File: src/rtl/async_counter_if.sv
// Bus bundle for async_counter: count enable in, count value and cascade flags out.
// The master side drives the enable; the slave side is the counter itself.
interface async_counter_if #(
  parameter int WIDTH = 4
) ();

  logic             en;
  logic [WIDTH-1:0] count;
  logic             tc;
  logic             wrap;

  modport master (
    output en,
    input  count,
    input  tc,
    input  wrap
  );

  modport slave (
    input  en,
    output count,
    output tc,
    output wrap
  );

endinterface

File: src/rtl/async_counter.sv
// Synchronous up-counter built from per-bit toggle stages, with terminal-count and wrap flags.
// Optional build macro ASYNC_COUNTER_SAT_EN: saturate at all ones instead of wrapping.
module async_counter #(
  parameter int WIDTH = 4
) (
  input  logic            clk,
  input  logic            rst,
  async_counter_if.slave  bus
);

  logic [WIDTH-1:0] count_q;
  logic [WIDTH-1:0] count_d;
  logic             wrap_q;
  logic             wrap_d;
  logic [WIDTH:0]   carry_s;

  // Toggle-chain next state: bit i flips when enabled and all lower bits are set.
  always_comb begin
    carry_s    = {(WIDTH + 1){1'b0}};
    count_d    = count_q;
    wrap_d     = 1'b0;
    carry_s[0] = bus.en;
    for (int i = 0; i < WIDTH; i++) begin
      carry_s[i + 1] = carry_s[i] & count_q[i];
      count_d[i]     = count_q[i] ^ carry_s[i];
    end
`ifdef ASYNC_COUNTER_SAT_EN
    // Carry out of the top bit means we are at all ones: hold there, never flag a wrap.
    if (carry_s[WIDTH]) begin
      count_d = count_q;
    end else begin
      count_d = count_d;
    end
    wrap_d = 1'b0;
`else
    wrap_d = carry_s[WIDTH];
`endif
  end

  // State registers; reset wins over enable.
  always_ff @(posedge clk) begin
    if (rst) begin
      count_q <= {WIDTH{1'b0}};
      wrap_q  <= 1'b0;
    end else begin
      count_q <= count_d;
      wrap_q  <= wrap_d;
    end
  end

  assign bus.count = count_q;
  assign bus.wrap  = wrap_q;
  assign bus.tc    = &count_q;

endmodule

File: src/flat_wrapper.sv
// flat-port wrapper written by rule: the top's interface ports become plain ports
module async_counter_flat 
#(
  parameter int WIDTH = 4
)
  (clk, rst, bus_en, bus_count, bus_tc, bus_wrap);
  async_counter_if #(.WIDTH(WIDTH)) bus_i ();
  input  logic clk;
  input  logic rst;
  input wire logic [$bits(bus_i.en)-1:0] bus_en;
  output wire logic [$bits(bus_i.count)-1:0] bus_count;
  output wire logic [$bits(bus_i.tc)-1:0] bus_tc;
  output wire logic [$bits(bus_i.wrap)-1:0] bus_wrap;
  assign bus_i.en = bus_en;
  assign bus_count = bus_i.count;
  assign bus_tc = bus_i.tc;
  assign bus_wrap = bus_i.wrap;
  async_counter #(.WIDTH(WIDTH)) u_core (.clk(clk), .rst(rst), .bus(bus_i));
endmodule
File: config.mk
export PLATFORM = sky130hd
export DESIGN_NAME = async_counter_flat
export DESIGN_NICKNAME = d
export VERILOG_FILES = /design/src/rtl/async_counter_if.sv /design/src/rtl/async_counter.sv /design/src/flat_wrapper.sv
export SDC_FILE = /design/constraint.sdc
export NUM_CORES = 1
export LEC_CHECK = 0
export ABC_AREA = 1
export CAP_MARGIN = 10
export CORE_AREA = 4 4 41 43
export DETAILED_ROUTE_END_ITERATION = 6
export DIE_AREA = 0 0 45 47
export PLACE_DENSITY_LB_ADDON = 0.3
export RECOVER_POWER = 50
export SYNTH_ARGS = -nofsm -noshare
export SYNTH_HDL_FRONTEND = slang
export SYNTH_SLANG_ARGS = --single-unit
File: constraint.sdc
create_clock -name clk -period 1.52 [get_ports clk]
set_input_delay 0.152 -clock clk [delete_from_list [all_inputs] [get_ports clk]]
set_output_delay 0.152 -clock clk [all_outputs]
set_load 0.005 [all_outputs]
# Word-level counts from Yosys, hierarchy flattened

Index checks and enable logic that the tools add are counted.
Widths: inputs -> output; s select.

ROM bits: 0
Word-level logic and storage cells: 11
Memories kept: 0
Bits in writable memories: 0
Output and inout bits: 6
Input port bits: 3
Bits in latches: 0
Register bits: 5

Divide/modulo/power cells: 0
Reductions and logical operators: 1
Eq/ne operators: 0
Bitwise gates (word level): 8
Mux-type cells: 0
$add $sub $neg: 0
Shifts and indexed selects: 0
Multipliers: 0
Magnitude comparators: 0

Operators with widths:

| cell             | count |
|---|---|
| $and 1x1->1      | 4 |
| $reduce_and 4->1 | 1 |
| $xor 1x1->1      | 4 |

# Longest topological paths before layout

Gate-level depths: netlist of run 1.

Depth after elaboration: 4
Depth in mapped cells: 6

# Least setup slack after synthesis of run 1

No wires, ideal clock.

Kind: register to register
Start: reg u_core.count_q[0], in the netlist u_core.bus.count[0]
End: reg u_core.count_q[3], in the netlist u_core.bus.count[3]
Stages on the path, launching flop included: 7
Arrival time: 1177 ps
Slack: 233 ps
Data required time: 1411 ps
Period minus slack after synthesis: 1287 ps
Cell sequence: dfxtp_1 ha_1 ha_1 ha_1 ha_1 inv_1 nor2_1

Word-level cells in the longest chain between the ends: 4

RTL lines:

| element                   | RTL line            | RTL |
|---|---|---|
| start: declaration        | async_counter.sv:11 | `logic [WIDTH-1:0] count_q;` |
| start signal: assignment  | async_counter.sv:43 | `count_q <= {WIDTH{1'b0}};` |
| start signal: assignment  | async_counter.sv:46 | `count_q <= count_d;` |
| $and 1x1->1 (3 in series) | async_counter.sv:24 | `carry_s[i + 1] = carry_s[i] & count_q[i];` |
| $xor 1x1->1               | async_counter.sv:25 | `count_d[i] = count_q[i] ^ carry_s[i];` |
| via u_core.count_d[3]     | async_counter.sv:12 | `logic [WIDTH-1:0] count_d;` |

The timed path passes the listed nets, and every way through them passes these cells.
A chain may end at the register's enable or synchronous reset.

# Worst setup path after layout of run 1

Start: reg u_core.count_q[2], in the netlist u_core.bus.count[2]
End: out bus_tc

Word-level cells in the longest chain between the ends: 1

RTL lines:

| element          | RTL line            | RTL |
|---|---|---|
| $reduce_and 4->1 | async_counter.sv:53 | `assign bus.tc = &count_q;` |
| end: declaration | flat_wrapper.sv:12  | `output wire logic [$bits(bus_i.tc)-1:0] bus_tc;` |

Every way passes these cells.

==> results.toml, run 1 <==
[layout]
design_area_um2 = 324
final.fill_count = 152
seq_area_um2 = 100
multi_input_area_um2 = 80.1
num-nets-final = 42
drive_above_1_share_pct = 8.82
antenna_cells = 0
instances_no_fill = 49
area_growth_pct = 62.9

[die]
io-pin-count = 9
die_x_um = 45
dieArea_mm2 = 0.00212
dieHeight_um = 47
core_area_mm2 = 0.00130
rows = 13
start_util_pct = 15.3

[logic_synthesis]
synth_cell_types = 5
synth_seq_area_share_pct = 50.3
synth_nets = 29
synth_top_cell_by_area = "dfxtp_1"
syn_area_um2 = 199
synth_area_per_cell_um2 = 9.04
ys_ff_latch = 5
syn_inst = 22
yosysTopAreaCellShare_pct = 50.3
ys_top_cells_by_area = "dfxtp_1 50%, ha_1 25%, nor2_1 11%, inv_1 9.4%, nand2_1 3.8%"
synth.yosys.warnings = 0

[power_and_ir_drop]
p_sw_share_pct = 20.7
power_density_mw_per_mm2 = 993
static-leakage-power_nw = 0.153
vdd_drop_max_uv = 497
p_comb_share_pct = 9.3
pwr-share-seq_pct = 44.0
internal_power_mw = 0.255
p_switching_mw = 0.0667
power.clock.fraction_pct = 46.7

[setup_path]
crit_chain = "nand2_1, nor2_1, clkdlybuf4s50_1"
worst-setup-path-type = "flop to output port"
arrival_ns = 1.24
critPathBufInv = 1
critPathMaxFanout = 3
cp.required_ns = 1.37
crit_path_max_incr_delay_ns = 0.50
crit_slowest_cell = "clkdlybuf4s50_1"
cp-end-kind = "output port"
cp_top_family = "buffers and inverters"
startpoint_type = "flop"

[routing]
firstDrtPassIters = 3
final_antenna_net_count = 0
wl_per_cell_um = 7.47
drt-initial-drc-count = 1
dr_total_vias = 174
via_per_inst = 3.55
routed_wl_um = 366
drc = 0

[sta]
finalClockSkew_ns = 0.000817
tns_ns = 0
rsz0062_at_grt = "false"
final-setup-viol-count = 0
finalCritPeriodShare_pct = 91.9
worst_pin_slew_ns = 0.189
finalWorstSetupSlack_ns = 0.123
relSlewSlack_pct = 87.3
min_period_ns = 1.40
slew_viol_final = 0
fmax_mhz = 716
report.final.hold_viol_count = 0

[placed_design]
preCtsSetupSlack_ns = -0.0598
place_area_um2 = 298
place.gp.congestion = 0.576
post-place-cells = 45
portBuffers = 8

[global_route]
grt.overflow.total = 0
antenna_found_initial = 0
track_usage_pct = 4.82
grt_pass1_vias = 177
grt_pass1_wl_um = 621
grt_max_degree = 6

[clock_tree]
cts_tree = "yes"
cts_sinks = 5
cts_buffers = 3
h-tree-depth = 1
clock_path_buffers = 2
worst_skew_pair.late_latency_ns = 0.24
ctsResizeCount = 0
cts.clk_slew.worst_paths_ns = 0.04
cts_root_buffer = "clkbuf_4"
postCtsSetupRepairBufs = 0
cts_hold_buffers = 0

[status]
status = "completed"

[flow_run]
maxCapViolations = 0

[worst_hold_path]
hold_path.class = "primary input to flop"
cell type report:
type / instances / share of cell area, %
flip-flops and latches: 5 / 30.9
multi-input cells: 12 / 24.7
repair buffers: 8 / 24.7
clock buffers: 4 / 8.11
inverters: 5 / 5.79
well taps: 15 / 5.79
logic make-up after synthesis:
kind of cell / share of synthesized area (%)
fa+ha+maj: 25.2
buf+inv: 9.43
flops: 50.3
simple gates: 15.1
layout by cell type (no fill, tap or decap), drive strengths merged:
cell and instances:
clkbuf 4, clkdlybuf4s50 6, dfxtp 5, dlygate4sd3 2
ha 4, inv 5, nand2 2, nor2 6
worst register-to-register path, delay by kind of cell, from the launching register on:
family / cells / cell delay, ns
adders and majority gates: 4 / 0.83
buffers and inverters: 1 / 0.05
and+or+nand+nor: 1 / 0.03
DFF: 1 / 0.32
cell usage after synthesis:
cell type and count:
nor2_1 6, ha_1 4, nand2_1 2, inv_1 5, dfxtp_1 5
metrics by stage:
step                      total power, mW  hold slack (ns)  utilization, %
final                               0.322            0.568            24.9
after global routing                0.342            0.593            24.9
after CTS                           0.330            0.576            24.9
after global placement              0.173            0.594            22.9
after floorplan                     0.154            0.223               -
after detailed placement            0.175            0.611            22.9
flip-flops by register name, summed over array words and instances, names as in the netlist:
name	cells
u_core.bus.count	4
u_core.bus.wrap	1
metal layers:
metal	vias to the layer above	part of all wire, %	GRT usage, %
li1	90	-	-
met1	72	40	3.87
met2	10	41	6.50
met3	2	16	4.60
met4	0	2.2	5.26
met5	-	0	0
worst paths after layout:
kind	start	end	slack, ns	cells after the start
max	u_core.bus.count[2]	bus_tc	0.12	3
min	rst	u_core.bus.count[0]	0.57	2
max reg2reg	u_core.bus.count[0]	u_core.bus.count[3]	0.18	6
min reg2reg	u_core.bus.count[3]	u_core.bus.count[3]	0.61	3
power by group through the flow:
stage | Sequential, mW | Clock (mW) | Combinational, mW
global route | 0.143 | 0.166 | 0.0334
detailed placement | 0.144 | 0 | 0.0305
global placement | 0.144 | 0 | 0.0291
CTS | 0.142 | 0.158 | 0.0309
finish | 0.142 | 0.150 | 0.0298
floorplan | 0.144 | 0 | 0.00957
(Power assumes the default switching activity.)
==> run 2, diff against run 1 <==
Settings changed: SKIP_LAST_GASP from default to 1.
==> results of run 2 <==
The final DEF is identical to that of run 1; final timing and power are the same.
